## src/rtl/hazard_scoreboard_pkg.sv

```systemverilog
// Shared constants and types for the register hazard scoreboard.
// Mirrors the shared register-file defines (RADDR_WIDTH, ZERO_REG,
// WRITE_ENABLE, READ_ENABLE) as package constants so every file in this
// slice uses one source of truth without a global include.
package hazard_scoreboard_pkg;

    localparam int unsigned RADDR_WIDTH     = 5;
    localparam int unsigned NUM_REGS        = 1 << RADDR_WIDTH;
    localparam int unsigned STALL_CNT_WIDTH = 32;

    localparam logic [RADDR_WIDTH-1:0] ZERO_REG     = '0;
    localparam logic                   WRITE_ENABLE = 1'b1;
    localparam logic                   READ_ENABLE  = 1'b1;

    typedef logic [RADDR_WIDTH-1:0] raddr_t;

endpackage

```

## src/rtl/hazard_scoreboard_if.sv

```systemverilog
// Decode/writeback <-> scoreboard interface.
//   master : decode and writeback side (drives requests, observes verdict)
//   slave  : the scoreboard (observes requests, drives issue/stall/status)
// Signals: id_valid_i, reg1/2_re_i, reg1/2_raddr_i, reg_we_i, reg_waddr_i,
//          wb_we_i, wb_waddr_i, flush_i -> scoreboard
//          issue_o, stall_o, err_o, stall_cnt_o <- scoreboard
interface hazard_scoreboard_if;
    import hazard_scoreboard_pkg::*;

    logic                       id_valid_i;
    logic                       reg1_re_i;
    logic                       reg2_re_i;
    raddr_t                     reg1_raddr_i;
    raddr_t                     reg2_raddr_i;
    logic                       reg_we_i;
    raddr_t                     reg_waddr_i;
    logic                       wb_we_i;
    raddr_t                     wb_waddr_i;
    logic                       flush_i;
    logic                       issue_o;
    logic                       stall_o;
    logic                       err_o;
    logic [STALL_CNT_WIDTH-1:0] stall_cnt_o;

    modport master (
        output id_valid_i, reg1_re_i, reg2_re_i, reg1_raddr_i, reg2_raddr_i,
               reg_we_i, reg_waddr_i, wb_we_i, wb_waddr_i, flush_i,
        input  issue_o, stall_o, err_o, stall_cnt_o
    );

    modport slave (
        input  id_valid_i, reg1_re_i, reg2_re_i, reg1_raddr_i, reg2_raddr_i,
               reg_we_i, reg_waddr_i, wb_we_i, wb_waddr_i, flush_i,
        output issue_o, stall_o, err_o, stall_cnt_o
    );

endinterface

```

## src/rtl/hazard_scoreboard_cnt.sv

```systemverilog
// scoreboard_cnt: array of per-register in-flight write counters.
// Ports: clk, rst (sync, active-high), clear (drop all in-flight state),
//        inc_en/inc_addr, dec_en/dec_addr (caller guarantees dec only on a
//        nonzero count), four combinational count-read ports.
// Entry 0 is never written, so reads of x0 always return zero.
module scoreboard_cnt
    import hazard_scoreboard_pkg::*;
#(
    parameter int unsigned CNT_WIDTH = 2
) (
    input  logic                 clk,
    input  logic                 rst,
    input  logic                 clear,
    input  logic                 inc_en,
    input  raddr_t               inc_addr,
    input  logic                 dec_en,
    input  raddr_t               dec_addr,
    input  raddr_t               rd1_addr,
    input  raddr_t               rd2_addr,
    input  raddr_t               rdw_addr,
    output logic [CNT_WIDTH-1:0] rd1_cnt,
    output logic [CNT_WIDTH-1:0] rd2_cnt,
    output logic [CNT_WIDTH-1:0] rdw_cnt,
    output logic [CNT_WIDTH-1:0] dec_cnt
);

    logic [CNT_WIDTH-1:0] cnt_q [NUM_REGS];
    logic [NUM_REGS-1:0]  inc_vec;
    logic [NUM_REGS-1:0]  dec_vec;

    // One-hot update selects; x0 is masked so it can never leave zero.
    always_comb begin
        inc_vec = '0;
        dec_vec = '0;
        if (inc_en) inc_vec[inc_addr] = 1'b1;
        if (dec_en) dec_vec[dec_addr] = 1'b1;
        inc_vec[0] = 1'b0;
        dec_vec[0] = 1'b0;
    end

    // Clear wins over everything; a simultaneous inc and dec cancel out.
    always_ff @(posedge clk) begin
        if (rst || clear) begin
            for (int unsigned i = 0; i < NUM_REGS; i++) cnt_q[i] <= '0;
        end else begin
            for (int unsigned i = 0; i < NUM_REGS; i++) begin
                if (inc_vec[i] && !dec_vec[i]) begin
                    cnt_q[i] <= cnt_q[i] + CNT_WIDTH'(1);
                end else if (dec_vec[i] && !inc_vec[i]) begin
                    cnt_q[i] <= cnt_q[i] - CNT_WIDTH'(1);
                end
            end
        end
    end

    assign rd1_cnt = cnt_q[rd1_addr];
    assign rd2_cnt = cnt_q[rd2_addr];
    assign rdw_cnt = cnt_q[rdw_addr];
    assign dec_cnt = cnt_q[dec_addr];

endmodule

```

## src/rtl/hazard_scoreboard.sv

```systemverilog
// hazard_scoreboard: decode-stage RAW/write-capacity hazard detector.
// Ports: clk, rst (sync, active-high), bus (hazard_scoreboard_if.slave).
//   issue_o / stall_o are combinational verdicts for the current decode slot;
//   err_o (sticky retire-without-pending) and stall_cnt_o (saturating stall
//   cycle count) are registered.
module hazard_scoreboard
    import hazard_scoreboard_pkg::*;
#(
    parameter int unsigned CNT_WIDTH = 2
) (
    input  logic                clk,
    input  logic                rst,
    hazard_scoreboard_if.slave  bus
);

    localparam logic [CNT_WIDTH-1:0] CNT_MAX = '1;

    logic [CNT_WIDTH-1:0]       rs1_cnt;
    logic [CNT_WIDTH-1:0]       rs2_cnt;
    logic [CNT_WIDTH-1:0]       rd_cnt;
    logic [CNT_WIDTH-1:0]       wb_cnt;
    logic                       hazard_c;
    logic                       issue_c;
    logic                       stall_c;
    logic                       inc_en_c;
    logic                       wb_valid_c;
    logic                       dec_en_c;
    logic                       err_q;
    logic [STALL_CNT_WIDTH-1:0] stall_cnt_q;

    scoreboard_cnt #(
        .CNT_WIDTH (CNT_WIDTH)
    ) u_cnt (
        .clk      (clk),
        .rst      (rst),
        .clear    (bus.flush_i),
        .inc_en   (inc_en_c),
        .inc_addr (bus.reg_waddr_i),
        .dec_en   (dec_en_c),
        .dec_addr (bus.wb_waddr_i),
        .rd1_addr (bus.reg1_raddr_i),
        .rd2_addr (bus.reg2_raddr_i),
        .rdw_addr (bus.reg_waddr_i),
        .rd1_cnt  (rs1_cnt),
        .rd2_cnt  (rs2_cnt),
        .rdw_cnt  (rd_cnt),
        .dec_cnt  (wb_cnt)
    );

    // Hazard uses pre-edge counts only, so a same-cycle retire is not forwarded.
    always_comb begin
        hazard_c   = 1'b0;
        issue_c    = 1'b0;
        stall_c    = 1'b0;
        inc_en_c   = 1'b0;
        wb_valid_c = 1'b0;
        dec_en_c   = 1'b0;

        hazard_c = bus.id_valid_i &&
                   (((bus.reg1_re_i == READ_ENABLE) && (rs1_cnt != '0)) ||
                    ((bus.reg2_re_i == READ_ENABLE) && (rs2_cnt != '0)) ||
                    ((bus.reg_we_i == WRITE_ENABLE) && (rd_cnt == CNT_MAX)));
        issue_c    = bus.id_valid_i && !hazard_c && !bus.flush_i && !rst;
        stall_c    = bus.id_valid_i &&  hazard_c && !bus.flush_i && !rst;
        inc_en_c   = issue_c && (bus.reg_we_i == WRITE_ENABLE) &&
                     (bus.reg_waddr_i != ZERO_REG);
        wb_valid_c = bus.wb_we_i && (bus.wb_waddr_i != ZERO_REG);
        dec_en_c   = wb_valid_c && (wb_cnt != '0);
    end

    // Sticky error flag and saturating stall counter.
    always_ff @(posedge clk) begin
        if (rst) begin
            err_q       <= 1'b0;
            stall_cnt_q <= '0;
        end else begin
            if (wb_valid_c && (wb_cnt == '0)) err_q <= 1'b1;
            if (stall_c && (stall_cnt_q != '1)) begin
                stall_cnt_q <= stall_cnt_q + STALL_CNT_WIDTH'(1);
            end
        end
    end

    assign bus.issue_o     = issue_c;
    assign bus.stall_o     = stall_c;
    assign bus.err_o       = err_q;
    assign bus.stall_cnt_o = stall_cnt_q;

endmodule

```

## src/flat_wrapper.sv

```systemverilog
// flat-port wrapper written by rule: the top's interface ports become plain ports
module hazard_scoreboard_flat import hazard_scoreboard_pkg::*;
#(
    parameter int unsigned CNT_WIDTH = 2
)
  (clk, rst, bus_id_valid_i, bus_reg1_re_i, bus_reg2_re_i, bus_reg1_raddr_i, bus_reg2_raddr_i, bus_reg_we_i, bus_reg_waddr_i, bus_wb_we_i, bus_wb_waddr_i, bus_flush_i, bus_issue_o, bus_stall_o, bus_err_o, bus_stall_cnt_o);
  hazard_scoreboard_if bus_i ();
  input  logic clk;
  input  logic rst;
  input wire logic [$bits(bus_i.id_valid_i)-1:0] bus_id_valid_i;
  input wire logic [$bits(bus_i.reg1_re_i)-1:0] bus_reg1_re_i;
  input wire logic [$bits(bus_i.reg2_re_i)-1:0] bus_reg2_re_i;
  input wire logic [$bits(bus_i.reg1_raddr_i)-1:0] bus_reg1_raddr_i;
  input wire logic [$bits(bus_i.reg2_raddr_i)-1:0] bus_reg2_raddr_i;
  input wire logic [$bits(bus_i.reg_we_i)-1:0] bus_reg_we_i;
  input wire logic [$bits(bus_i.reg_waddr_i)-1:0] bus_reg_waddr_i;
  input wire logic [$bits(bus_i.wb_we_i)-1:0] bus_wb_we_i;
  input wire logic [$bits(bus_i.wb_waddr_i)-1:0] bus_wb_waddr_i;
  input wire logic [$bits(bus_i.flush_i)-1:0] bus_flush_i;
  output wire logic [$bits(bus_i.issue_o)-1:0] bus_issue_o;
  output wire logic [$bits(bus_i.stall_o)-1:0] bus_stall_o;
  output wire logic [$bits(bus_i.err_o)-1:0] bus_err_o;
  output wire logic [$bits(bus_i.stall_cnt_o)-1:0] bus_stall_cnt_o;
  assign bus_i.id_valid_i = bus_id_valid_i;
  assign bus_i.reg1_re_i = bus_reg1_re_i;
  assign bus_i.reg2_re_i = bus_reg2_re_i;
  assign bus_i.reg1_raddr_i = bus_reg1_raddr_i;
  assign bus_i.reg2_raddr_i = bus_reg2_raddr_i;
  assign bus_i.reg_we_i = bus_reg_we_i;
  assign bus_i.reg_waddr_i = bus_reg_waddr_i;
  assign bus_i.wb_we_i = bus_wb_we_i;
  assign bus_i.wb_waddr_i = bus_wb_waddr_i;
  assign bus_i.flush_i = bus_flush_i;
  assign bus_issue_o = bus_i.issue_o;
  assign bus_stall_o = bus_i.stall_o;
  assign bus_err_o = bus_i.err_o;
  assign bus_stall_cnt_o = bus_i.stall_cnt_o;
  hazard_scoreboard #(.CNT_WIDTH(CNT_WIDTH)) u_core (.clk(clk), .rst(rst), .bus(bus_i));
endmodule
```

## config.mk

```make
export PLATFORM = sky130hd
export DESIGN_NAME = hazard_scoreboard_flat
export DESIGN_NICKNAME = d
export VERILOG_FILES = /design/src/rtl/hazard_scoreboard_pkg.sv /design/src/rtl/hazard_scoreboard_if.sv /design/src/rtl/hazard_scoreboard_cnt.sv /design/src/rtl/hazard_scoreboard.sv /design/src/flat_wrapper.sv
export SDC_FILE = /design/constraint.sdc
export NUM_CORES = 1
export LEC_CHECK = 0
export CAP_MARGIN = 20
export CORE_MARGIN = 2
export CORE_UTILIZATION = 50
export DETAILED_ROUTE_END_ITERATION = 8
export PLACE_DENSITY = 0.74
export SYNTH_ARGS = -nofsm -noshare
export SYNTH_HDL_FRONTEND = slang
export SYNTH_HIERARCHICAL = 1
export SYNTH_SLANG_ARGS = --single-unit
```

## constraint.sdc

```tcl
create_clock -name clk -period 5.9 [get_ports clk]
set_clock_uncertainty 0.05 [all_clocks]
set_input_delay 1.18 -clock clk [delete_from_list [all_inputs] [get_ports clk]]
set_output_delay 1.18 -clock clk [all_outputs]
set_load 0.05 [all_outputs]
```

=== After elaboration in Yosys (flattened, before gate mapping) ===
Memories as Yosys holds them, arrays and structs flattened.
Cells that the tools add are included.

* Register bits: 33
* Bits in writable memories: 64
* Input bits: 28
* Output and inout bits: 35
* Logic and storage cells: 575
* Memories kept: 1

{| class="wikitable"
|+ Memory list
! memory !! words !! bits a word !! read ports !! clocked after Yosys merged registers in !! write ports !! RTL line !! source
|-
| u_core.u_cnt.cnt_q || 32 || 2 || 35 || 0 || 32 || hazard_scoreboard_cnt.sv:27 || <nowiki>logic [CNT_WIDTH-1:0] cnt_q [NUM_REGS];</nowiki>
|}

* Add/subtract/negate cells: 63
* $lt $le $gt $ge: 4
* Eq/ne operators: 2
* Muxes and demuxes: 287
* Bitwise operators: 62
* Reduce and logical (&&, ||, !) cells: 154

{| class="wikitable"
|+ Operators by type and width
! cell !! count
|-
| $mux 1 || 221
|-
| $mux 2 || 62
|-
| $logic_and 1x1->1 || 80
|-
| $logic_not 1->1 || 65
|-
| $mux 32 || 2
|-
| $add 2x1->2 const B || 31
|-
| $or 1x1->1 || 62
|-
| $sub 2x1->2 const B || 31
|-
| $add 32x1->32 const B || 1
|-
| $ne 32x32->1 const B || 1
|-
| $lt 5x6->1 const B || 2
|-
| $demux 1 s5 || 2
|-
| $ge 5x1->1 const B || 2
|-
| $reduce_bool 5->1 || 2
|-
| $reduce_bool 2->1 || 3
|-
| $logic_or 1x1->1 || 3
|-
| $eq 2x2->1 const B || 1
|-
| $logic_not 2->1 || 1
|}

=== Depth between registers and ports, before layout ===
An unclocked memory read counts as a cell.

* Depth after elaboration: 20
* Depth in mapped cells: 15
* Gate-level depth less buffers: 12

=== Modules after synthesis ===
The synthesis kept the hierarchy.

{| class="wikitable"
|+ Modules (own cells, without submodules)
! module !! times used !! cells each !! area an instance (um^2) !! seq. area each (um^2)
|-
| scoreboard_cnt || 1 || 539 || 5925.7 || 1861.8
|-
| hazard_scoreboard || 1 || 203 || 1695.4 || 660.6
|}

=== Worst setup path after synthesis ===
Ideal clock, no wire load.

* Path kind: in2reg
* Start: in bus_reg_waddr_i[1]
* End: mem u_core.u_cnt.cnt_q[11][0] (enable)
* Library setup time: 0.265 ns
* Arrival: 5.304 ns
* Data required time: 5.585 ns
* Slack: 0.281 ns
* Stages on the path: 14
* Buffers on the path: 3
* Cells stage by stage: clkbuf_1 -> buf_2 -> mux4_2 -> mux4_2 -> mux2_2 -> nand3_1 -> nand3_1 -> nor2_1 -> o311a_1 -> clkbuf_1 -> nor4bb_1 -> a311oi_1 -> o21ai_0 -> nand2_1

{| class="wikitable"
|+ RTL lines
! element !! RTL line !! source
|-
| from (decl) || flat_wrapper.sv:16 || <nowiki>input wire logic [$bits(bus_i.reg_waddr_i)-1:0] bus_reg_waddr_i;</nowiki>
|-
| to (decl) || hazard_scoreboard_cnt.sv:27 ||
|}

==> flow_metrics.env <==
export IMPL_die_x_um=127
export IMPL_antenna_found_initial=0
export IMPL_numCtsBuffers=9
export IMPL_via_per_inst=6.94
export IMPL_cts_tree="done"
export IMPL_maxUsedRoutingLayer="met4"
export IMPL_synth_area_per_cell_um2=10.3
export IMPL_io_buffers=62
export IMPL_synth_simple_area_share_pct=20.6
export IMPL_syn_num_nets=771
export IMPL_placed_area_um2=8440
export IMPL_drive_gt1_share_pct=16.5
export IMPL_async_flop_share_pct=0
export IMPL_firstDrtPassIters=5
export IMPL_outcome="finished clean"
export IMPL_pwr_share_comb_pct=19.2
export IMPL_cts_setup_buffers=0
export IMPL_cts_clk_slew_worst_paths_ps=70
export IMPL_max_stage_delay_ps=870
export IMPL_drv_cap=0
export IMPL_cts_hold_buf=0
export IMPL_min_path_type="flip-flop to flip-flop"
export IMPL_leakagePower_nw=2.94
export IMPL_final_cell_mix="nor2_1 (97), edfxtp_1 (62), clkdlybuf4s50_1 (60)"
export IMPL_min_period_ps=5700
export IMPL_p_per_area_nw_per_um2=194
export IMPL_initial_core_util_pct=50.7
export IMPL_synth_compound_area_share_pct=12.4
export IMPL_clock_latency_ps=360
export IMPL_yosys_register_bits=95
export IMPL_seq_area_um2=2520
export IMPL_die_h_um=127
export IMPL_synth_fa_ha_area_share_pct=0.164
export IMPL_synth_area_mux_share_pct=22.1
export IMPL_seq_power_share_pct=47.0
export IMPL_synth_edf_count=62
export IMPL_drtIter0Drc=970
export IMPL_wirelength_mm=22.5
export IMPL_syn_cell_area_um2=7620
export IMPL_rows=45
export IMPL_setup_viol=0
export IMPL_cp_max_fo=11
export IMPL_cp_start_kind="input pin"
export IMPL_relSlewSlack_pct=32.8
export IMPL_overflow=0
export IMPL_syn2layout_area_growth_pct=14.6
export IMPL_coreArea_um2=15000
export IMPL_drc=0
export IMPL_p_int_mw=1.20
export IMPL_worst_pin_slew_ps=1010
export IMPL_nNetsFinal=810
export IMPL_place_congestion=0.984
export IMPL_synth_xor_area_share_pct=7.93
export IMPL_final_area_um2=8730
export IMPL_place_inst=958
export IMPL_fillerInstances=1263
export IMPL_finalCritPeriodShare_pct=96.7
export IMPL_wl_met3_mm=2.49
export IMPL_irDropWorstVdd_mv=0.130
export IMPL_synthCells=742
export IMPL_setup_tns_ps=0
export IMPL_critPathCaptureType="flip-flop"
export IMPL_io_pins=63
export IMPL_cp_slowest_cell="clkdlybuf4s50_1"
export IMPL_switching_share_pct=29.0
export IMPL_rsz0062_at_grt="false"
export IMPL_dp_hpwl_mm=16.4
export IMPL_multi_input_area_um2=4820
export IMPL_drtAntennaViolNets=0
export IMPL_synth_top_family_by_area="multiplexers"
export IMPL_grt_usage_pct=27.7
export IMPL_ctsRootBufferMaster="clkbuf_16"
export IMPL_crit_type="input pin to flip-flop"
export IMPL_fmax_mhz=175
export IMPL_layout_cells_non_filler=974
export IMPL_synth_ff_type="edfxtp_1"
export IMPL_n_antenna_cell=0
export IMPL_holdWs_ps=465
export IMPL_arrival_ps=5720
export IMPL_htreeDepth=3
export IMPL_final_common_cell="nor2_1"
export IMPL_dr_total_vias=6758
export IMPL_crit_required_ps=5920
export IMPL_yosysSeqAreaShare_pct=33.1
export IMPL_drt_met1_wl_mm=8.69
export IMPL_grt_max_degree=48
export IMPL_grt_pass1_wl_mm=34.9
export IMPL_yosysUniqueCellTypes=66
export IMPL_wire_per_inst_um=23.1
export IMPL_max_clock_path_buffers=2
export IMPL_p_total_mw=1.70
export IMPL_drv_slew=0
export IMPL_p_switching_uw=492
export IMPL_grt_pass1_vias=6477
export IMPL_yosys_warnings=6
export IMPL_path_cells="clkdlybuf4s50_1, mux4_2, nand2_1, a41oi_1, a31o_2, o21ai_0, nand3_1, nor2_1, o311a_1, buf_4, nand4bb_1, a2111oi_1, buf_4, o21ai_0, nand2_1"
export IMPL_cts_num_sinks=95
export IMPL_power_frac_clock_pct=33.8
export IMPL_wl_met2_mm=10.4
export IMPL_hold_violations=0
export IMPL_dieArea_um2=16200
export IMPL_worst_path_buf_inv=3
export IMPL_crit_family="compound AO/OA/AOI/OAI gates"
logic make-up after synthesis:
logic type               after synthesis
AO/OA/AOI/OAI                        128
XOR/XNOR                              69
adder cells (fa/ha/maj)                1
buffers and inverters                 66
flip-flops                            95
multiplexers                          95
AND/OR/NAND/NOR                      288
worst paths after layout:
path         depth (start not counted)  slack, ps                        from                    endpoint
min reg2reg                          2        460  u_core/bus.stall_cnt_o[15]  u_core/bus.stall_cnt_o[15]
min                                  2        460  u_core/bus.stall_cnt_o[15]  u_core/bus.stall_cnt_o[15]
max                                 15        200         bus_reg2_raddr_i[0]    u_core/u_cnt/cnt_q[4][1]
max reg2reg                         13       1290    u_core/u_cnt/cnt_q[9][0]    u_core/u_cnt/cnt_q[4][1]
power by group through the flow:
| stage | logic (mW) | registers (mW) | clock network [mW] |
|---|---|---|---|
| after global routing | 0.344 | 0.798 | 0.600 |
| after CTS | 0.318 | 0.793 | 0.580 |
| final | 0.325 | 0.797 | 0.573 |
| after detailed placement | 0.316 | 0.808 | 0 |
| after floorplan | 0.231 | 0.786 | 0 |
| after global placement | 0.307 | 0.806 | 0 |
area by class of cell:
type	count	share of cell area [%]
clock inverters	6	0.559
repair buffers	86	9.54
flip-flops and latches	95	28.9
multi-input cells	581	55.2
inverters	8	0.344
well taps	188	2.69
clock buffers	10	2.74
flip-flops by register name, summed over array words and instances, names as in the netlist:
signal and flops:
u_core/bus.stall_cnt_o 32, u_core/bus.err_o 1, u_core/u_cnt/cnt_q 62
per-layer routing:
layer	vias up	track usage, %
met5	-	0
met4	0	11.8
met3	93	6.74
met2	449	45.0
met1	3257	35.4
li1	2959	-
cells in the mapped netlist (all sizes together), types with 3 or more instances:
cell type	n	area share [%]
a21oi	7	0.46
and3	10	0.82
xor2	34	3.9
inv	8	0.39
nor3b	7	0.76
nand2	37	1.8
or3b	6	0.72
a211o	7	0.80
dfxtp	33	8.7
xnor2	35	4.0
nor2	98	4.8
nor3	10	0.72
edfxtp	62	24
mux2i	25	3.3
o221ai	4	0.46
a31oi	6	0.69
a31o	4	0.46
mux2	14	2.1
buf	17	1.3
nor4	5	0.41
nand3b	21	2.1
o21ai	23	1.5
nor2b	8	0.66
a311oi	6	0.69
a22o	4	0.46
and3b	5	0.57
clkbuf	41	2.0
nand3	35	2.5
mux4	56	17
a2111oi	3	0.34
a22oi	12	1.2
nand2b	4	0.33
or2	3	0.25
a41oi	4	0.46
or3	8	0.66
a211oi	29	2.9
o211ai	13	1.3
nand4	16	1.5
through the flow:
stage               utilization [%]  setup WS, ps
global placement               56.2           128
global route                   58.1          67.1
CTS                            58.1           325
finish                         58.1           197
detailed placement             56.2         -49.3
floorplan                         -           281
worst register-to-register path, delay by kind of cell, from the launching register on:
kind	cells	cell delay (ps)
muxes	3	1340
buffers and inverters	2	440
AOI/OAI and AO/OA	3	1070
DFF	1	540
and+or+nand+nor	5	880
timing repair:
action                     in CTS  in global routing
hold endpoints to repair        0                  0
resized for setup               0                  1
setup endpoints to repair       0                  2
Note: power is estimated with default switching activity, not from simulation.
